### config.mk
export PLATFORM = sky130hd
export DESIGN_NAME = clock_display_scan
export DESIGN_NICKNAME = d
export VERILOG_FILES = /design/src/rtl/clock_disp_pkg.sv /design/src/rtl/bcd_to_seg7.sv /design/src/rtl/clock_display_scan.sv
export SDC_FILE = /design/constraint.sdc
export NUM_CORES = 1
export LEC_CHECK = 0
export ABC_AREA = 1
export BUFFER_PORTS_ARGS = -buffer_cell sky130_fd_sc_hd__buf_2
export CAP_MARGIN = 10
export CORE_MARGIN = 2
export CORE_UTILIZATION = 46
export DETAILED_ROUTE_END_ITERATION = 6
export GPL_TIMING_DRIVEN = 0
export PLACE_DENSITY = 0.88
export SLEW_MARGIN = 40
export SYNTH_ARGS = -nofsm -noshare
export SYNTH_HDL_FRONTEND = slang
export SYNTH_SLANG_ARGS = --single-unit
### constraint.sdc
create_clock -name clk -period 2 [get_ports clk]
set_clock_uncertainty 0.05 [all_clocks]
set_input_delay 0.4 -clock clk [delete_from_list [all_inputs] [get_ports clk]]
set_output_delay 0.4 -clock clk [all_outputs]
set_load 0.02 [all_outputs]
### src/rtl/clock_disp_pkg.sv
// Shared constants and helpers for the six-digit clock display scanner.
// Segment patterns are active-high, bit order {g,f,e,d,c,b,a}.
package clock_disp_pkg;

  localparam int unsigned NUM_DIGITS = 6;
  localparam int unsigned IDX_W      = 3;
  localparam int unsigned SEG_W      = 7;
  localparam int unsigned BLANK_W    = 4;
  localparam int unsigned BCD_W      = 4;

  localparam logic [SEG_W-1:0] SEG_0    = 7'h3F;
  localparam logic [SEG_W-1:0] SEG_1    = 7'h06;
  localparam logic [SEG_W-1:0] SEG_2    = 7'h5B;
  localparam logic [SEG_W-1:0] SEG_3    = 7'h4F;
  localparam logic [SEG_W-1:0] SEG_4    = 7'h66;
  localparam logic [SEG_W-1:0] SEG_5    = 7'h6D;
  localparam logic [SEG_W-1:0] SEG_6    = 7'h7D;
  localparam logic [SEG_W-1:0] SEG_7    = 7'h07;
  localparam logic [SEG_W-1:0] SEG_8    = 7'h7F;
  localparam logic [SEG_W-1:0] SEG_9    = 7'h6F;
  localparam logic [SEG_W-1:0] SEG_DASH = 7'h40;
  localparam logic [SEG_W-1:0] SEG_OFF  = 7'h00;

  typedef enum logic [1:0] {
    GRP_SEC  = 2'd0,
    GRP_MIN  = 2'd1,
    GRP_HOUR = 2'd2
  } disp_group_e;

  // Digits pair up into groups: {0,1} sec/day, {2,3} min/month, {4,5} hour/year.
  function automatic disp_group_e digit_group(input logic [IDX_W-1:0] idx);
    disp_group_e grp;
    case (idx)
      3'd0, 3'd1: grp = GRP_SEC;
      3'd2, 3'd3: grp = GRP_MIN;
      default:    grp = GRP_HOUR;
    endcase
    return grp;
  endfunction

  function automatic logic [IDX_W-1:0] next_index(input logic [IDX_W-1:0] idx);
    logic [IDX_W-1:0] nxt;
    if (idx >= IDX_W'(NUM_DIGITS - 1)) nxt = '0;
    else                               nxt = idx + IDX_W'(1);
    return nxt;
  endfunction

endpackage

### src/rtl/bcd_to_seg7.sv
// BCD nibble to active-high 7-segment pattern; non-decimal codes show a dash.
module bcd_to_seg7
  import clock_disp_pkg::*;
(
  input  logic [BCD_W-1:0] bcd_i,
  output logic [SEG_W-1:0] seg_c
);

  always_comb begin
    seg_c = SEG_DASH;
    case (bcd_i)
      4'd0:    seg_c = SEG_0;
      4'd1:    seg_c = SEG_1;
      4'd2:    seg_c = SEG_2;
      4'd3:    seg_c = SEG_3;
      4'd4:    seg_c = SEG_4;
      4'd5:    seg_c = SEG_5;
      4'd6:    seg_c = SEG_6;
      4'd7:    seg_c = SEG_7;
      4'd8:    seg_c = SEG_8;
      4'd9:    seg_c = SEG_9;
      default: seg_c = SEG_DASH;
    endcase
  end

endmodule

### src/rtl/clock_display_scan.sv
// Six-digit multiplexed 7-segment scanner with anti-ghost blanking and group blink.
// Optional macro CLOCK_DISPLAY_DP_EN lights decimal-point separators on digits 2 and 4.
module clock_display_scan
  import clock_disp_pkg::*;
#(
  parameter int unsigned BLANK_CYCLES   = 2,
  parameter bit          SEG_ACTIVE_LOW = 1'b1
) (
  input  logic       clk,
  input  logic       rst,
  input  logic       scan_tick,
  input  logic       blink_tick,
  input  logic       blink_sec_day,
  input  logic       blink_min_month,
  input  logic       blink_hour_year,
  input  logic [7:0] sec_day_bcd,
  input  logic [7:0] min_month_bcd,
  input  logic [7:0] hour_year_bcd,
  output logic [5:0] an,
  output logic [6:0] seg,
  output logic       dp
);

  localparam logic [BLANK_W-1:0]    BLANK_INIT = BLANK_W'(BLANK_CYCLES);
  localparam logic [NUM_DIGITS-1:0] AN_OFF     = '1;
  localparam logic [SEG_W-1:0]      SEG_IDLE   = SEG_ACTIVE_LOW ? ~SEG_OFF : SEG_OFF;
  localparam logic                  DP_IDLE    = SEG_ACTIVE_LOW;

  logic [IDX_W-1:0]      idx_q, idx_d;
  logic [BLANK_W-1:0]    blank_q, blank_d;
  logic                  phase_q, phase_d;
  logic [NUM_DIGITS-1:0] an_q, an_d;
  logic [SEG_W-1:0]      seg_q, seg_d;

  logic [BCD_W-1:0]      nibble_c;
  logic [SEG_W-1:0]      dec_c;
  logic [SEG_W-1:0]      pat_c;
  logic                  grp_blink_c;
  logic                  blanking_c;

  assign blanking_c = (blank_q != '0);

  // Scan index, blank window and blink phase; a scan tick always restarts blanking.
  always_comb begin
    idx_d   = idx_q;
    blank_d = blank_q;
    phase_d = phase_q;
    if (blink_tick) phase_d = ~phase_q;
    if (scan_tick) begin
      idx_d   = next_index(idx_q);
      blank_d = BLANK_INIT;
    end else if (blanking_c) begin
      blank_d = blank_q - BLANK_W'(1);
    end
  end

  // Pick the nibble for the current digit, live from the inputs.
  always_comb begin
    nibble_c = sec_day_bcd[3:0];
    case (idx_q)
      3'd0:    nibble_c = sec_day_bcd[3:0];
      3'd1:    nibble_c = sec_day_bcd[7:4];
      3'd2:    nibble_c = min_month_bcd[3:0];
      3'd3:    nibble_c = min_month_bcd[7:4];
      3'd4:    nibble_c = hour_year_bcd[3:0];
      3'd5:    nibble_c = hour_year_bcd[7:4];
      default: nibble_c = sec_day_bcd[3:0];
    endcase
  end

  always_comb begin
    grp_blink_c = 1'b0;
    case (digit_group(idx_q))
      GRP_SEC:  grp_blink_c = blink_sec_day;
      GRP_MIN:  grp_blink_c = blink_min_month;
      GRP_HOUR: grp_blink_c = blink_hour_year;
      default:  grp_blink_c = 1'b0;
    endcase
  end

  bcd_to_seg7 u_dec (
    .bcd_i (nibble_c),
    .seg_c (dec_c)
  );

  // Hidden blink phase blanks segments only; the anode stays enabled.
  always_comb begin
    an_d  = AN_OFF;
    seg_d = SEG_IDLE;
    pat_c = (grp_blink_c && !phase_q) ? SEG_OFF : dec_c;
    if (!blanking_c) begin
      an_d  = ~(NUM_DIGITS'(1) << idx_q);
      seg_d = SEG_ACTIVE_LOW ? ~pat_c : pat_c;
    end
  end

  always_ff @(posedge clk or negedge rst) begin
    if (!rst) begin
      idx_q   <= '0;
      blank_q <= BLANK_INIT;
      phase_q <= 1'b1;
      an_q    <= AN_OFF;
      seg_q   <= SEG_IDLE;
    end else begin
      idx_q   <= idx_d;
      blank_q <= blank_d;
      phase_q <= phase_d;
      an_q    <= an_d;
      seg_q   <= seg_d;
    end
  end

  assign an  = an_q;
  assign seg = seg_q;

`ifdef CLOCK_DISPLAY_DP_EN
  logic dp_q, dp_d;

  // Separators after minutes and hours follow the blink phase.
  always_comb begin
    dp_d = DP_IDLE;
    if (!blanking_c && phase_q && (idx_q == 3'd2 || idx_q == 3'd4)) dp_d = ~DP_IDLE;
  end

  always_ff @(posedge clk or negedge rst) begin
    if (!rst) dp_q <= DP_IDLE;
    else      dp_q <= dp_d;
  end

  assign dp = dp_q;
`else
  assign dp = DP_IDLE;
`endif

endmodule
==> qor.txt, run 1 <==
Outcome: finished with violations
Failing checks: setup timing
Largest family of logic cells by synthesized area: simple AND/OR/NAND/NOR gates
Leading area contributor after synthesis: dfstp_2
CTS clk-pin slew, worst paths: 0.11 ns
Routability cong.: 0.866
Initial core utilization: 48.2%
CP bufs+invs: 4
CP Launch Type: flip-flop
CTS tree: built
Final ANT Viol Nets: 0
Initial antenna violation count: 0
TNS Setup: -0.109 ns
Final Hold Viols: 0
Hold depth: 2
DIE HEIGHT: 60.3 µm
Reg power frac: 17.7%
Seq/Total Area, Yosys: 37.3%
Slowest library cell on the worst path: dfrtp_2
Vias: 1396
Internal Pwr Total: 2.03 mW
Synthesized instance count: 175
Max-cap violations: 0
CTS Buf Count: 3
Die width: 60.3 µm
Layout area overhead: 43.9%
Cell Chain, Critical Path: inv_4 > ha_4 > inv_4 > nor2_4 > nor2_4 > a21oi_2 > nand2_2 > nand2_4 > inv_4 > ha_4 > inv_2 > nand3_2 > nand3_1 > nand3_1
Routed wire length: 3660 µm
Clock Power Share: 4.8%
First-pass GRT wire length: 5060 µm
Clock Sinks: 21
DRT Pass-1 Iters: 4
Most frequent CP cell: inv_4
Register Area: 547 µm²
Sw Ratio: 50.2%
Footprint of the multi-input gates: 973 µm²
Netlist cell types: 28
IO Count: 45
EDFF count, synth: 0
Worst path depth: 14
Crit path time final: 2.04 ns
Worst-Skew Late Latency: 0.30 ns
Post-Synth Adder-Cell Area: 13.7%
Number of I/O port buffers: 43
Antenna Cells: 0
LEAKAGE: 1.02 nW
Final core utilization: 69.3%
Drt initial violations: 58
DRC: 0
Switching power: 2.04 mW
Period utilisation layout: 102%
Syn nets: 222
Top area cells in the synthesized netlist: dfstp_2, ha_1, nand2_1, dfrtp_1, nand3_1
Post-synthesis mux area share: 0%
Fin nets: 288
Ys flop type: dfstp_2
Drt via density: 4.92
Gr usage total: 19.1%
RSZ-0062 raised after global routing: true
P per Cell Area: 1940 nW/µm²
Post-synthesis compound-gate area fraction: 5.15%
Xor-xnor portion of the synthesized cell area: 1.20%
Largest net degree at the start of global routing: 22
# rows: 20
Layout cell share with drive strength beyond 1: 57.9%
Fill cell count: 217
Slew Viols, Final: 0
VDD IR-drop max: 0.00132 V
WL per Instance: 12.9 µm
Crit path DAT: 2.21 ns
Share of power burned in combinational logic: 77.5%
Root Buffer: clkbuf_4
Yosys reg bits: 21
Max Buffers Root-to-Sink: 2
Max FO, Critical Path: 5
Post-route setup slack: -0.0379 ns
Hpwl dp: 2280 µm
Die ar.: 3640 µm²
Family with the most delay on the worst path: simple AND/OR/NAND/NOR gates
Area of the mapped netlist: 1460 µm²
Post-synthesis async set-or-reset flop share: 100%
Warnings, synthesis: 0
Vias in the first global route: 1185
Worst hold path class: input port to flip-flop
Syn Area/Cell: 8.34 µm²
H-tree levels: 1
FMAX: 491 MHz
Final setup fails: 4
CP Class: flip-flop to flip-flop
Total power: 4.07 mW
Area share of the largest cell type after synthesis: 27.0%
R2R cell count: 14
Core area: 3030 µm²
Crit end category: flip-flop
Required @ worst endpoint: 2.18 ns
Largest stage delay, worst path: 0.50 ns
GRT overflow: 0
Simple-Gate Fraction of Synth Area: 34.0%
## state kept, by name, summed over array words and instances (netlist names)
| name | flops |
|---|---|
| idx_q | 3 |
| seg | 7 |
| phase_q | 1 |
| an | 6 |
| blank_q | 4 |
## placed cells by master, fill, tap and decap left out, types with 2 or more instances in the layout
master | synthesis | final
nand2_1 | 43 | 38
inv_1 | 20 | 12
nor2_2 | 2 | 3
inv_4 | 1 | 4
nand2_8 | 2 | 2
nand3_2 | 0 | 8
ha_2 | 0 | 3
or2_4 | 0 | 2
ha_1 | 16 | 6
ha_4 | 0 | 7
dfrtp_2 | 0 | 2
buf_2 | 0 | 43
nor2_4 | 2 | 3
o21ai_0 | 3 | 3
nand3_1 | 27 | 19
buf_6 | 2 | 4
nor2_1 | 11 | 9
buf_4 | 1 | 16
inv_2 | 3 | 7
dfstp_2 | 15 | 15
nand2_4 | 3 | 6
xor2_1 | 2 | 2
nand2_2 | 3 | 5
a21oi_2 | 1 | 2
clkbuf_4 | 0 | 3
dfrtp_1 | 6 | 4
## synthesized netlist by cell type, types with 2 or more instances
master / n
nor2_4: 2
a21oi_1: 2
ha_1: 16
dfrtp_1: 6
nand2_1: 43
nor2_2: 2
nand2_8: 2
buf_6: 2
dfstp_2: 15
or2_2: 3
nand3_1: 27
nor2_1: 11
nand2_2: 3
inv_2: 3
o21ai_0: 3
xor2_1: 2
inv_1: 20
nand2_4: 3
## worst paths after layout
| path | start | to | slack [ns] |
|---|---|---|---|
| worst max-delay path | idx_q[1]$_DFFE_PN0P_ | seg[5]$_DFF_PN1_ | -0.04 |
| worst min-delay path | blink_tick | phase_q$_DFFE_PN1P_ | 0.18 |
| worst max register to register | idx_q[1]$_DFFE_PN0P_ | seg[5]$_DFF_PN1_ | -0.04 |
| worst min register to register | blank_q[0]$_DFFE_PN0P_ | blank_q[0]$_DFFE_PN0P_ | 0.45 |
| max in group asynchronous | rst | seg[6]$_DFF_PN1_ | 1.05 |
| min in group asynchronous | rst | blank_q[0]$_DFFE_PN0P_ | 0.51 |
## area by class of cell
cell class / instances / area share, %
repair buffers: 61 / 17.2
well taps: 44 / 2.62
flip-flops and latches: 21 / 26.0
clock buffers: 4 / 1.25
inverters: 24 / 5.13
plain buffers: 3 / 1.43
multi-input cells: 127 / 46.4
## repair_timing
item,CTS,global route
endpoints found under the setup margin,7,7
resized for setup,12,35
hold buffers,1,0
hold endpoints to repair,6,0
buffers inserted,9,8
pin swaps,2,21
## logic make-up after synthesis
logic type               count (synthesis)
XOR/XNOR                                 2
AO/OA/AOI/OAI                           10
flip-flops                              21
buffers and inverters                   27
adder cells (fa/ha/maj)                 16
AND/OR/NAND/NOR                         98
other                                    1
## per-layer routing
| metal | wire length, µm | vias up | GRT usage [%] |
|---|---|---|---|
| li1 | - | 677 | - |
| met1 | 1480 | 641 | 25.7 |
| met2 | 1790 | 68 | 28.9 |
| met3 | 292 | 10 | 2.38 |
| met4 | 107 | 0 | 12.1 |
| met5 | 0 | - | 0 |
## metrics by stage
step	area, µm²	hold WS, ns	std cells	setup WS [ns]
after floorplan	1490	0.0544	175	0.00196
after global placement	1760	0.302	262	-0.209
after detailed placement	1760	0.311	262	-0.228
after CTS	1910	0.189	276	0.00475
after global routing	2100	0.182	284	-0.139
final	2100	0.180	284	-0.0379
## power groups by stage
stage	logic (mW)	clock network, mW	registers [mW]
after CTS	2.39	0.199	0.717
final	3.15	0.197	0.719
after floorplan	1.64	0	0.819
after detailed placement	2.13	0	0.718
after global placement	2.08	0	0.715
after global routing	3.44	0.214	0.736
Power figures use the tool's default switching activity.
==> run 2: changes to the inputs <==
--- a/config.mk
+++ b/config.mk
@@ -8,11 +8,14 @@
 export ABC_AREA = 1
 export BUFFER_PORTS_ARGS = -buffer_cell sky130_fd_sc_hd__buf_2
 export CAP_MARGIN = 10
+export CELL_PAD_IN_SITES_DETAIL_PLACEMENT = 1
+export CELL_PAD_IN_SITES_GLOBAL_PLACEMENT = 2
 export CORE_MARGIN = 2
-export CORE_UTILIZATION = 46
+export CORE_UTILIZATION = 26
 export DETAILED_ROUTE_END_ITERATION = 6
 export GPL_TIMING_DRIVEN = 0
-export PLACE_DENSITY = 0.88
+export PLACE_DENSITY = 0.87
+export RECOVER_POWER = 100
 export SLEW_MARGIN = 40
 export SYNTH_ARGS = -nofsm -noshare
 export SYNTH_HDL_FRONTEND = slang
==> qor.txt, run 2 (same netlist as run 1, synthesis figures left out) <==
Outcome: finished with violations (unchanged)
Failing checks: setup timing (unchanged)
Final core utilization: 38.7% (was 69.3%)
Die ar.: 6230 µm² (was 3640 µm²)
Number of I/O port buffers: 43 (unchanged)
CP Class: flip-flop to flip-flop (unchanged)
RSZ-0062 raised after global routing: true (unchanged)
Hold wc startpoint: blink_tick (unchanged)
DRT Pass-1 Iters: 4 (unchanged)
Crit end category: flip-flop (unchanged)
Max Buffers Root-to-Sink: 2 (unchanged)
Initial antenna violation count: 0 (unchanged)
Largest net degree at the start of global routing: 22 (unchanged)
DP Cell Count: 290 (was 262)
Max FO, Critical Path: 5 (unchanged)
Clock Power Share: 6.8% (was 4.8%)
Worst reg2reg endpoint: seg[3]$_DFF_PN1_ (was seg[5]$_DFF_PN1_)
CTS Buf Count: 3 (unchanged)
Worst R2R Setup Slack: -0.02 ns (was -0.04 ns)
Critical R2R Launch: idx_q[1]$_DFFE_PN0P_ (unchanged)
Hold_buf cts: 0 (was 1)
Drt via density: 4.26 (was 4.92)
Share of power burned in combinational logic: 75.2% (was 77.5%)
Switching power: 1.97 mW (was 2.04 mW)
Sw Ratio: 48.4% (was 50.2%)
Worst-Margin Slew: 1.05 ns
Worst-Skew Late Latency: 0.26 ns (was 0.30 ns)
WL per Instance: 12.5 µm (was 12.9 µm)
Initial core utilization: 26.7% (was 48.2%)
CTS tree: built (unchanged)
Hpwl dp: 2900 µm (was 2280 µm)
Crit path DAT: 2.17 ns (was 2.21 ns)
DRC: 0 (unchanged)
CP Launch Type: flip-flop (unchanged)
Max FFs per register: 7 (unchanged)
Largest stage delay, worst path: 0.45 ns (was 0.50 ns)
R2R cell count: 15 (was 14)
Hold Crit Endpoint: phase_q$_DFFE_PN1P_ (unchanged)
Slew margin rel.: 29.7%
Internal Pwr Total: 2.10 mW (was 2.03 mW)
Final setup fails: 1 (was 4)
LEAKAGE: 1.01 nW (was 1.02 nW)
Drt initial violations: 24 (was 58)
Post-route setup slack: -0.0196 ns (was -0.0379 ns)
Gr usage total: 12.7% (was 19.1%)
Hold depth: 2 (unchanged)
Routed wire length: 3860 µm (was 3660 µm)
Cell Chain, Critical Path: clkinv_4 > ha_4 > inv_4 > nor2_4 > nand2_1 > nand2_1 > nor2_1 > nand2_1 > nand2_4 > buf_12 > ha_4 > inv_2 > nand3_2 > nand3_2 > nand3_2 (was inv_4 > ha_4 > inv_4 > nor2_4 > nor2_4 > a21oi_2 > nand2_2 > nand2_4 > inv_4 > ha_4 > inv_2 > nand3_2 > nand3_1 > nand3_1)
Max-cap violations: 0 (unchanged)
Setup WS pre-CTS: -0.309 ns (was -0.228 ns)
IO Count: 45 (unchanged)
Layout cell share with drive strength beyond 1: 55.3% (was 57.9%)
Vias in the first global route: 1375 (was 1185)
H-tree levels: 1 (unchanged)
Die width: 78.9 µm (was 60.3 µm)
Clock Sinks: 21 (unchanged)
Final ANT Viol Nets: 0 (unchanged)
Most common cell after layout, fill and taps aside: buf_2 (unchanged)
Vias: 1317 (was 1396)
Core area: 5470 µm² (was 3030 µm²)
CTS clk-pin slew, worst paths: 0.07 ns (was 0.11 ns)
Fill cell count: 683 (was 217)
FMAX: 495 MHz (was 491 MHz)
TNS Setup: -0.0196 ns (was -0.109 ns)
Final Hold Viols: 0 (unchanged)
Antenna Cells: 0 (unchanged)
Worst hold path class: input port to flip-flop (unchanged)
Commonest cells after routing, fill and taps aside: buf_2, nand2_1, nand3_1, buf_4, dfstp_2 (unchanged)
Slew Viols, Final: 0 (unchanged)
Root Buffer: clkbuf_8 (was clkbuf_4)
Fin nets: 285 (was 288)
Slowest library cell on the worst path: dfrtp_2 (unchanged)
Period utilisation layout: 101% (was 102%)
Crit path time final: 2.02 ns (was 2.04 ns)
P per Cell Area: 1920 nW/µm² (was 1940 nW/µm²)
First-pass GRT wire length: 6290 µm (was 5060 µm)
Layout area overhead: 45.2% (was 43.9%)
Required @ worst endpoint: 2.15 ns (was 2.18 ns)
Reg power frac: 18.1% (was 17.7%)
# rows: 27 (was 20)
Routability cong.: 0.777 (was 0.866)
WHS: 0.242 ns (was 0.180 ns)
Final Non-Filler Cells: 309 (was 284)
GRT overflow: 0 (unchanged)
DIE HEIGHT: 78.9 µm (was 60.3 µm)
VDD IR-drop max: 0.000680 V (was 0.00132 V)
==> run 2: cell types whose count changed in the layout (fill, tap and decap cells not counted), sizes merged <==
| cell | before | now |
|---|---|---|
| buf | 63 | 60 |
| clkbuf | 4 | 5 |
| clkinv | 0 | 1 |
| dlygate4sd3 | 1 | 0 |
| inv | 24 | 23 |
==> run 2: how the worst max path moves through the flow <==
stage	to	slack [ns]	startpoint
final	seg[3]$_DFF_PN1_	-0.02	idx_q[1]$_DFFE_PN0P_
after global routing	seg[0]$_DFF_PN1_	-0.11	idx_q[1]$_DFFE_PN0P_
after CTS	seg[0]$_DFF_PN1_	0.0007	idx_q[2]$_DFFE_PN0P_
after detailed placement	seg[3]$_DFF_PN1_	-0.31	idx_q[1]$_DFFE_PN0P_
after global placement	seg[3]$_DFF_PN1_	-0.26	idx_q[1]$_DFFE_PN0P_
after floorplan	seg[3]$_DFF_PN1_	0.002	idx_q[1]$_DFFE_PN0P_
==> run 2: through the flow <==
stage | area (µm²) | total power [mW]
4_1_cts | 2020 | 3.76
3_5_place_dp | 1790 | 2.96
6_report | 2120 | 4.08
3_3_place_gp | 1790 | 2.89
5_1_grt | 2120 | 4.43
2_1_floorplan | 1490 | 2.45
==> run 2: what timing repair did <==
| item | in CTS | in global routing |
|---|---|---|
| endpoints found under the setup margin | 7 | 7 |
| buffers inserted | 12 | 4 |
| resized for setup | 24 | 16 |
| pin swaps | 7 | 11 |
==> run 2: layout make-up <==
class,count,area (µm²),share of cell area (%)
Inverter,24,108,5.08
Clock buffer,4,45.0,2.13
Sequential cell,21,548,25.9
Multi-Input combinational cell,127,958,45.2
Timing Repair Buffer,59,350,16.5
Tap cell,72,90.1,4.25
Buffer,2,18.8,0.886
==> run 2: routing by layer <==
metal,vias to the layer above,GRT usage (%),share of wire [%]
met2,33,22.6,49
met1,610,16.4,46
met3,4,0.909,3.9
met4,0,4.14,1.3
met5,-,0,0
li1,670,-,-
==> run 2: power groups by stage <==
stage | Combinational (mW) | Clock (mW) | Sequential, mW
final | 3.06 | 0.276 | 0.737
after global routing | 3.38 | 0.293 | 0.756
after CTS | 2.75 | 0.281 | 0.726
after detailed placement | 2.23 | 0 | 0.727
after global placement | 2.17 | 0 | 0.719
after floorplan | 1.64 | 0 | 0.819
==> run 2: critical path, delay by kind of cell (launching register included) <==
family / cells / cell delay, ns
buffers and inverters: 4 / 0.31
and+or+nand+nor: 9 / 0.72
DFF: 1 / 0.45
adders and majority gates: 2 / 0.43
==> run 3: changes to the inputs <==
--- a/config.mk
+++ b/config.mk
@@ -6,15 +6,15 @@
 export NUM_CORES = 1
 export LEC_CHECK = 0
 export ABC_AREA = 1
-export BUFFER_PORTS_ARGS = -buffer_cell sky130_fd_sc_hd__buf_2
 export CAP_MARGIN = 10
 export CELL_PAD_IN_SITES_DETAIL_PLACEMENT = 1
 export CELL_PAD_IN_SITES_GLOBAL_PLACEMENT = 2
 export CORE_MARGIN = 2
-export CORE_UTILIZATION = 26
+export CORE_UTILIZATION = 32
 export DETAILED_ROUTE_END_ITERATION = 6
+export DONT_BUFFER_PORTS = 1
 export GPL_TIMING_DRIVEN = 0
-export PLACE_DENSITY = 0.87
+export PLACE_DENSITY = 0.86
 export RECOVER_POWER = 100
 export SLEW_MARGIN = 40
 export SYNTH_ARGS = -nofsm -noshare
==> qor.txt, run 3 (same netlist as run 1, synthesis figures left out) <==
Outcome: finished with violations (unchanged)
Failing checks: setup timing (unchanged)
DRC: 0 (unchanged)
CTS clk-pin slew, worst paths: 0.08 ns (was 0.07 ns)
Required @ worst endpoint: 2.12 ns (was 2.15 ns)
H-tree levels: 1 (unchanged)
Antenna Cells: 0 (unchanged)
Final ANT Viol Nets: 0 (unchanged)
Clock Sinks: 21 (unchanged)
IO Count: 45 (unchanged)
CP bufs+invs: 4 (unchanged)
Layout area overhead: 28.6% (was 45.2%)
Routed wire length: 3770 µm (was 3860 µm)
Worst-Margin Slew: 1.09 ns (was 1.05 ns)
# rows: 24 (was 27)
Initial antenna violation count: 0 (unchanged)
Vias in the first global route: 1335 (was 1375)
Vias: 1208 (was 1317)
WL per Instance: 15.2 µm (was 12.5 µm)
Number of I/O port buffers: 0 (was 43)
Final Non-Filler Cells: 249 (was 309)
DP Cell Count: 227 (was 290)
Die width: 71.5 µm (was 78.9 µm)
Drt initial violations: 74 (was 24)
CTS tree: built (unchanged)
Max FO, Critical Path: 5 (unchanged)
Routability cong.: 0.764 (was 0.777)
Largest net degree at the start of global routing: 22 (unchanged)
Reg power frac: 21.5% (was 18.1%)
First-pass GRT wire length: 6170 µm (was 6290 µm)
Root Buffer: clkbuf_8 (unchanged)
Max-cap violations: 0 (unchanged)
Initial core utilization: 33.3% (was 26.7%)
P per Cell Area: 2110 nW/µm² (was 1920 nW/µm²)
LEAKAGE: 0.874 nW (was 1.01 nW)
Final Hold Viols: 0 (unchanged)
Most frequent CP cell: nand3_1
Crit end category: flip-flop (unchanged)
Setup WS pre-CTS: -0.316 ns (was -0.309 ns)
Layout cell share with drive strength beyond 1: 45.2% (was 55.3%)
VDD IR-drop max: 0.000975 V (was 0.000680 V)
Final core utilization: 42.8% (was 38.7%)
Fin nets: 245 (was 285)
Die ar.: 5120 µm² (was 6230 µm²)
Crit path DAT: 2.16 ns (was 2.17 ns)
Core area: 4380 µm² (was 5470 µm²)
Post-route setup slack: -0.0410 ns (was -0.0196 ns)
Share of power burned in combinational logic: 71.7% (was 75.2%)
FMAX: 490 MHz (was 495 MHz)
Slowest library cell on the worst path: dfrtp_2 (unchanged)
Sw Ratio: 48.2% (was 48.4%)
RSZ-0062 raised after global routing: true (unchanged)
Slew Viols, Final: 0 (unchanged)
Commonest cells after routing, fill and taps aside: nand2_1, nand3_1, buf_4, dfstp_2, inv_1 (was buf_2, nand2_1, nand3_1, buf_4, dfstp_2)
Worst hold path class: input port to flip-flop (unchanged)
Drt via density: 4.85 (was 4.26)
Period utilisation layout: 102% (was 101%)
Most common cell after layout, fill and taps aside: nand2_1 (was buf_2)
Worst-Skew Late Latency: 0.26 ns (about the same)
WHS: 0.135 ns (was 0.242 ns)
Cell Chain, Critical Path: inv_4 > ha_4 > inv_4 > nor2_4 > nor2_2 > a21oi_2 > nand2_2 > nand2_4 > inv_1 > ha_2 > inv_1 > nand3_1 > nand3_1 > nand3_1 (was clkinv_4 > ha_4 > inv_4 > nor2_4 > nand2_1 > nand2_1 > nor2_1 > nand2_1 > nand2_4 > buf_12 > ha_4 > inv_2 > nand3_2 > nand3_2 > nand3_2)
Clock Power Share: 6.8% (about the same)
Max Buffers Root-to-Sink: 2 (unchanged)
Internal Pwr Total: 2.05 mW (was 2.10 mW)
Largest stage delay, worst path: 0.45 ns (about the same)
Max FFs per register: 7 (unchanged)
Gr usage total: 15.5% (was 12.7%)
Family with the most delay on the worst path: simple AND/OR/NAND/NOR gates (unchanged)
Crit path time final: 2.04 ns (was 2.02 ns)
Switching power: 1.91 mW (was 1.97 mW)
CP Launch Type: flip-flop (unchanged)
DIE HEIGHT: 71.5 µm (was 78.9 µm)
CTS Buf Count: 3 (unchanged)
DRT Pass-1 Iters: 4 (unchanged)
Final setup fails: 2 (was 1)
GRT overflow: 0 (unchanged)
Hpwl dp: 2800 µm (was 2900 µm)
Slew margin rel.: 27.3% (was 29.7%)
CP Class: flip-flop to flip-flop (unchanged)
run 3: area by class of cell:
| type | count | area (µm²) |
|---|---|---|
| plain buffers | 3 | 30.0 |
| clock buffers | 3 | 41.3 |
| clock inverters | 1 | 5.00 |
| fillers | 510 | 2510 |
| inverters | 24 | 105 |
| multi-input cells | 127 | 931 |
| flip-flops and latches | 21 | 547 |
| well taps | 52 | 65.1 |
| repair buffers | 18 | 151 |
run 3: path summary, 6_finish.rpt:
| check | from | end | slack (ns) | depth (start not counted) |
|---|---|---|---|---|
| worst max-delay path | idx_q[1]$_DFFE_PN0P_ | seg[5]$_DFF_PN1_ | -0.04 | 14 |
| worst min-delay path | blink_tick | phase_q$_DFFE_PN1P_ | 0.13 | 1 |
| worst max register to register | idx_q[1]$_DFFE_PN0P_ | seg[5]$_DFF_PN1_ | -0.04 | 14 |
| worst min register to register | blank_q[0]$_DFFE_PN0P_ | blank_q[0]$_DFFE_PN0P_ | 0.46 | 1 |
| max in group asynchronous | rst | idx_q[1]$_DFFE_PN0P_ | 0.91 | 1 |
| min in group asynchronous | rst | blank_q[2]$_DFFE_PN0P_ | 0.27 | 1 |
run 3: timing repair:
action / CTS / global route
endpoints found under the hold margin: 21 / 0
pin swaps: 6 / 10
buffers inserted: 14 / 3
resized for setup: 20 / 15
setup endpoints to repair: 7 / 7
hold buffers: 1 / 0
run 3: metrics by stage:
step                power [mW]  instance area (µm²)  TNS (ns)
floorplan                 2.45                 1490         0
global placement          2.77                 1550    -0.807
detailed placement        2.88                 1550     -1.40
CTS                       3.73                 1800   -0.0179
global route              4.36                 1880    -0.941
finish                    3.96                 1880   -0.0669
run 3: power by group through the flow:
stage / sequential, mW / combinational (mW) / clock (mW)
after floorplan: 0.819 / 1.64 / 0
after global placement: 0.844 / 1.93 / 0
after detailed placement: 0.856 / 2.02 / 0
after CTS: 0.854 / 2.59 / 0.281
after global routing: 0.871 / 3.18 / 0.300
final: 0.850 / 2.84 / 0.271
run 3: per-layer routing:
layer	GRT usage, %	up-vias	wire, µm
met5	0	-	0
met3	1.83	4	167
met1	20.1	576	1680
met4	5.24	0	58
met2	26.6	37	1870
li1	-	591	-
